**src/rtl/fad_bist_if.sv**
```systemverilog
// rtl/fad_bist_if.sv - bus between the full-adder BIST engine and its controller/adder
// master is the engine side; slave is the controller and attached adder.
interface fad_bist_if;
   logic       start;
   logic       dut_a;
   logic       dut_b;
   logic       dut_cin;
   logic       dut_sum;
   logic       dut_cout;
   logic       busy;
   logic       done;
   logic       pass;
   logic [3:0] err_count;
   logic       fail_valid;
   logic [2:0] first_fail_vec;

   modport master (
      input  start, dut_sum, dut_cout,
      output dut_a, dut_b, dut_cin, busy, done, pass, err_count, fail_valid, first_fail_vec
   );

   modport slave (
      output start, dut_sum, dut_cout,
      input  dut_a, dut_b, dut_cin, busy, done, pass, err_count, fail_valid, first_fail_vec
   );
endinterface

```
**src/rtl/fad_bist.sv**
```systemverilog
// rtl/fad_bist.sv - built-in self test for a 1-bit full adder
// Steps {a,b,cin} through 000..111, samples the adder after a settle interval, records errors.
module fad_bist #(
   parameter int unsigned SETTLE_CYCLES = 2
) (
   input  logic          clk,
   input  logic          rst_n,
   fad_bist_if.master    bus
);
   typedef enum logic [1:0] {IDLE, APPLY, CHECK, DONE} state_t;

   // With no settle cycles the APPLY state is bypassed entirely.
   localparam state_t     VEC_ENTRY   = (SETTLE_CYCLES == 0) ? CHECK : APPLY;
   localparam logic [3:0] SETTLE_LAST = 4'((SETTLE_CYCLES == 0) ? 0 : SETTLE_CYCLES - 1);

   state_t     state_q;
   logic [2:0] vec_q;
   logic [3:0] settle_q;
   logic       busy_q;
   logic       done_q;
   logic       pass_q;
   logic [3:0] err_q;
   logic [3:0] err_d;
   logic       fail_valid_q;
   logic [2:0] ffv_q;
   logic       exp_sum;
   logic       exp_cout;
   logic       mismatch;

   always_comb begin
      exp_sum  = ^vec_q;
      exp_cout = (vec_q[2] & vec_q[1]) | (vec_q[2] & vec_q[0]) | (vec_q[1] & vec_q[0]);
      mismatch = (bus.dut_sum != exp_sum) || (bus.dut_cout != exp_cout);
      err_d    = err_q;
      if (mismatch && (err_q != 4'd8)) begin
         err_d = err_q + 4'd1;
      end
   end

   always_ff @(posedge clk or negedge rst_n) begin
      if (!rst_n) begin
         state_q      <= IDLE;
         vec_q        <= 3'd0;
         settle_q     <= 4'd0;
         busy_q       <= 1'b0;
         done_q       <= 1'b0;
         pass_q       <= 1'b0;
         err_q        <= 4'd0;
         fail_valid_q <= 1'b0;
         ffv_q        <= 3'd0;
      end else begin
         case (state_q)
            IDLE, DONE: begin
               if (bus.start) begin
                  state_q      <= VEC_ENTRY;
                  vec_q        <= 3'd0;
                  settle_q     <= 4'd0;
                  busy_q       <= 1'b1;
                  done_q       <= 1'b0;
                  pass_q       <= 1'b0;
                  err_q        <= 4'd0;
                  fail_valid_q <= 1'b0;
                  ffv_q        <= 3'd0;
               end
            end
            APPLY: begin
               if (settle_q == SETTLE_LAST) begin
                  settle_q <= 4'd0;
                  state_q  <= CHECK;
               end else begin
                  settle_q <= settle_q + 4'd1;
               end
            end
            CHECK: begin
               err_q <= err_d;
               if (mismatch && !fail_valid_q) begin
                  fail_valid_q <= 1'b1;
                  ffv_q        <= vec_q;
               end
               // Operands return to zero in DONE so the adder sees a quiet input.
               if (vec_q == 3'd7) begin
                  state_q <= DONE;
                  vec_q   <= 3'd0;
                  busy_q  <= 1'b0;
                  done_q  <= 1'b1;
                  pass_q  <= (err_d == 4'd0);
               end else begin
                  vec_q   <= vec_q + 3'd1;
                  state_q <= VEC_ENTRY;
               end
            end
            default: state_q <= IDLE;
         endcase
      end
   end

   assign bus.dut_a          = vec_q[2];
   assign bus.dut_b          = vec_q[1];
   assign bus.dut_cin        = vec_q[0];
   assign bus.busy           = busy_q;
   assign bus.done           = done_q;
   assign bus.pass           = pass_q;
   assign bus.err_count      = err_q;
   assign bus.fail_valid     = fail_valid_q;
   assign bus.first_fail_vec = ffv_q;
endmodule

```
**src/flat_wrapper.sv**
```systemverilog
// flat-port wrapper written by rule: the top's interface ports become plain ports
module fad_bist_flat 
#(
   parameter int unsigned SETTLE_CYCLES = 2
)
  (clk, rst_n, bus_start, bus_dut_sum, bus_dut_cout, bus_dut_a, bus_dut_b, bus_dut_cin, bus_busy, bus_done, bus_pass, bus_err_count, bus_fail_valid, bus_first_fail_vec);
  fad_bist_if bus_i ();
  input  logic clk;
  input  logic rst_n;
  input wire logic [$bits(bus_i.start)-1:0] bus_start;
  input wire logic [$bits(bus_i.dut_sum)-1:0] bus_dut_sum;
  input wire logic [$bits(bus_i.dut_cout)-1:0] bus_dut_cout;
  output wire logic [$bits(bus_i.dut_a)-1:0] bus_dut_a;
  output wire logic [$bits(bus_i.dut_b)-1:0] bus_dut_b;
  output wire logic [$bits(bus_i.dut_cin)-1:0] bus_dut_cin;
  output wire logic [$bits(bus_i.busy)-1:0] bus_busy;
  output wire logic [$bits(bus_i.done)-1:0] bus_done;
  output wire logic [$bits(bus_i.pass)-1:0] bus_pass;
  output wire logic [$bits(bus_i.err_count)-1:0] bus_err_count;
  output wire logic [$bits(bus_i.fail_valid)-1:0] bus_fail_valid;
  output wire logic [$bits(bus_i.first_fail_vec)-1:0] bus_first_fail_vec;
  assign bus_i.start = bus_start;
  assign bus_i.dut_sum = bus_dut_sum;
  assign bus_i.dut_cout = bus_dut_cout;
  assign bus_dut_a = bus_i.dut_a;
  assign bus_dut_b = bus_i.dut_b;
  assign bus_dut_cin = bus_i.dut_cin;
  assign bus_busy = bus_i.busy;
  assign bus_done = bus_i.done;
  assign bus_pass = bus_i.pass;
  assign bus_err_count = bus_i.err_count;
  assign bus_fail_valid = bus_i.fail_valid;
  assign bus_first_fail_vec = bus_i.first_fail_vec;
  fad_bist #(.SETTLE_CYCLES(SETTLE_CYCLES)) u_core (.clk(clk), .rst_n(rst_n), .bus(bus_i));
endmodule
```
**config.mk**
```make
export PLATFORM = sky130hd
export DESIGN_NAME = fad_bist_flat
export DESIGN_NICKNAME = d
export VERILOG_FILES = /design/src/rtl/fad_bist_if.sv /design/src/rtl/fad_bist.sv /design/src/flat_wrapper.sv
export SDC_FILE = /design/constraint.sdc
export NUM_CORES = 1
export LEC_CHECK = 0
export CORE_MARGIN = 1
export CORE_UTILIZATION = 55
export DETAILED_ROUTE_END_ITERATION = 10
export PLACE_DENSITY_LB_ADDON = 0.08
export SLEW_MARGIN = 20
export SYNTH_ARGS = -nofsm -noshare
export SYNTH_HDL_FRONTEND = slang
export SYNTH_SLANG_ARGS = --single-unit
```
**constraint.sdc**
```tcl
create_clock -name clk -period 6.85 [get_ports clk]
set_input_delay 0.685 -clock clk [delete_from_list [all_inputs] [get_ports clk]]
set_output_delay 0.685 -clock clk [all_outputs]
set_load 0.005 [all_outputs]
```
==> run_results.csv <==
group,metric,value,unit
run_status,status,"completed",
cts,htreeDepth,1,
floorplanning,io_pins,19,
global_routing,grt-ovfl-total,0,
power_and_ir_drop,leakage,0.652,nW
layout,antenna_cells,0,
setup_path,startpoint_type,"flop",
cts,clock-sinks,20,
route,viasPerCell,6.26,
layout,final_core_util,0.699,
route,detail_route.wl_per_cell,15.7,µm
cts,post_cts_buffers,0,
logic_synthesis,synthCells,147,
sta,fin_skew,0.00376,ns
layout,drive_gt1_frac,0.0552,
setup_path,crit_path_top_delay_cell,"fa_1",
sta,min_period,2.48,ns
cts,root_buffer,"clkbuf_4",
route,wl_met3,137,µm
setup_path,max_stage_delay,0.63,ns
power_and_ir_drop,pwr_density_cell,356,mW/mm²
setup_path,required,7.06,ns
floorplanning,die-height,51.5,µm
layout,syn_to_final_growth,16.9,%
power_and_ir_drop,ir_drop,299,µV
logic_synthesis,synth_largest_area_cell,"dfrtp_1",
floorplanning,dieArea,0.00265,mm²
setup_path,timing.rr.start,"u_core.vec_q[0]",
logic_synthesis,yosysMostFrequentCell,"dfrtp_1",
cts,clk_latency,0.30,ns
setup_path,crit_cells,6,
layout,num-fill-cells,192,
route,dr.first_iter.drc_count,40,
layout,nNetsFinal,179,
cts,cts_tree,"done",
cts,cts_buffers,3,
floorplanning,die_w,51.5,µm
logic_synthesis,synth_top_area_frac,0.371,
route,top_layer,"met4",
logic_synthesis,netlist-cell-type-count,36,
sta,setup_tns,0,ns
route,wl,3.01,mm
logic_synthesis,avgSynthCellArea,9.17,µm²
setup_path,crit_end,"u_core.bus.pass",
sta,final-hold-violation-count,0,
route,drcViolationCount,0,
logic_synthesis,synth-edff-count,0,
setup_path,crit_type,"flop to flop",
setup_path,startpoint,"u_core.vec_q[0]",
global_routing,grt_pass1_vias,1183,
setup_path,worst_path_dominant_cell_family,"compound AO/OA/AOI/OAI gates",
cts,post_cts_resized,0,
sta,fmax,403,MHz
route,met1_length,1.36,mm
placed_design,portBuffers,18,
setup_path,worstPathArrival,2.69,ns
route,wl_met2,1.48,mm
logic_synthesis,yosys_warnings,0,
route,vias,1196,
global_routing,track_usage,0.270,
route,dr.pass1.iters,4,
placed_design,hpwl,2.23,mm
route,postRouteAntennaNets,0,
setup_path,r2r-end,"u_core.bus.pass",
hold_path,hold_path.class,"flop to flop",
placed_design,place_congestion,0.881,
floorplanning,coreArea,0.00225,mm²
sta,rsz0062_at_grt,"no",
sta,finalCritPeriodShare,0.362,
cts,holdBufCountCts,0,
logic_synthesis,synthArstFlopShare,1.00,
logic_synthesis,syn-cell-area,0.00135,mm²
global_routing,grt_max_degree,21,
sta,maxSlewViolCount,0,
setup_path,r2r_slack,4.37,ns
flow_run,cap_violations,0,
logic_synthesis,synthTopCellsByArea,"dfrtp_1 (37%), ha_1 (8.4%), o21ai_0 (6.3%), a21oi_1 (4.5%), inv_1 (4.2%)",
setup_path,reg2reg_depth,6,
sta,tightest_slew,0.930,ns
sta,slew_headroom,0.378,
logic_synthesis,yosys_register_bits,20,
logic_synthesis,seq_area_frac_synth,0.371,
logic_synthesis,synth_nets,162,
logic_synthesis,synth.top_cells.by_count,"dfrtp_1 (20), o21ai_0 (17), inv_1 (15)",
setup_path,crit_buf_inv,1,
cts,cts.path.max_buffers,2,
global_routing,antenna_found_initial,0,
sta,setup_viol,0,
setup_path,cp_max_fo,8,
global_routing,grt_pass1_wl,5.31,mm
setup_path,worstPathCellList,"inv_1 > fa_1 > xor2_2 > a211oi_2 > a2111o_1 > o31ai_1",
cts,clk_pin_slew,0.11,ns
floorplanning,start_util,0.598,
floorplanning,rows,17,
setup_path,cp-end-kind,"flop",
logic_synthesis,synthFlopType,"dfrtp_1",
## state kept, by name, summed over array words and instances (netlist names)
register,flops
u_core.bus.fail_valid,1
u_core.state_q,2
u_core.bus.pass,1
u_core.bus.busy,1
u_core.bus.first_fail_vec,3
u_core.bus.err_count,4
u_core.settle_q,4
u_core.bus.done,1
u_core.vec_q,3
## per-layer routing
metal / up-vias / GRT usage
li1: 573 / -
met1: 577 / 0.360
met2: 42 / 0.450
met3: 4 / 0.0351
met4: 0 / 0.0946
met5: - / 0
## metrics by stage
stage          hold slack, ns  cell area [µm²]  setup WS, ns  cells  power, mW
6_report                0.547             1580          4.37    191      0.561
3_5_place_dp            0.515             1540          4.29    187      0.490
4_1_cts                 0.544             1580          4.37    191      0.560
3_3_place_gp            0.500             1540          4.29    187      0.477
2_1_floorplan           0.389             1350          4.65    147      0.397
5_1_grt                 0.580             1580          4.26    191      0.607
## worst min path at each step
stage,startpoint,end,depth (start not counted),slack (ns)
CTS,u_core.bus.first_fail_vec[0],u_core.bus.first_fail_vec[0],2,0.54
floorplan,rst_n,u_core.bus.busy,0,0.39
detailed placement,u_core.bus.first_fail_vec[0],u_core.bus.first_fail_vec[0],2,0.52
global placement,u_core.bus.first_fail_vec[0],u_core.bus.first_fail_vec[0],2,0.50
global route,u_core.bus.busy,u_core.bus.busy,1,0.58
finish,u_core.vec_q[0],u_core.vec_q[0],2,0.55
## report_power, final
group / switching, mW / internal [mW] / total (mW) / leakage, nW
logic: 0.192 / 0.125 / 0.317 / 0.363
clock network: 0.0370 / 0.0324 / 0.0694 / 0.0210
registers: 0.0316 / 0.143 / 0.175 / 0.268
## worst register-to-register path, stage by stage, from the launching register on
cell and delay [ns]:
dfrtp_1 0.41, inv_1 0.12, fa_1 0.63, xor2_2 0.38, a211oi_2 0.16, a2111o_1 0.42
o31ai_1 0.27
## cell families after synthesis
family | share of synthesized area
AOI/OAI and AO/OA | 0.305
adders and majority gates | 0.0984
and+or+nand+nor | 0.0919
buffers and inverters | 0.0594
DFF | 0.371
muxes | 0.0297
xor gates and xnor gates | 0.0436
## area by class of cell
cell class              instances  area, µm²  share of cell area
repair buffers                 18        180               0.114
inverters                      15       56.3              0.0357
flip-flops and latches         20        500               0.318
multi-input cells             106        767               0.487
clock buffers                   4       36.3              0.0230
well taps                      28       35.0              0.0222
## layout by cell type (no fill, tap or decap), types with 2 or more instances in the layout
| cell type | netlist | final |
|---|---|---|
| a31oi_1 | 2 | 2 |
| o21ai_0 | 17 | 17 |
| mux2i_1 | 4 | 4 |
| clkbuf_4 | 0 | 3 |
| a22oi_1 | 5 | 5 |
| dfrtp_1 | 20 | 20 |
| o31ai_1 | 3 | 3 |
| nand3_1 | 3 | 3 |
| a21oi_1 | 12 | 12 |
| clkdlybuf4s50_1 | 0 | 18 |
| nor2b_1 | 2 | 2 |
| inv_1 | 15 | 15 |
| nand2b_1 | 4 | 4 |
| a21o_2 | 2 | 2 |
| xor2_2 | 2 | 2 |
| xnor2_1 | 3 | 3 |
| a22o_1 | 2 | 2 |
| nor2_1 | 6 | 6 |
| o21a_1 | 4 | 4 |
| ha_1 | 9 | 9 |
| o22ai_1 | 2 | 2 |
| a211oi_1 | 4 | 4 |
| nand2_1 | 7 | 7 |
Note: power is estimated with default switching activity, not from simulation.
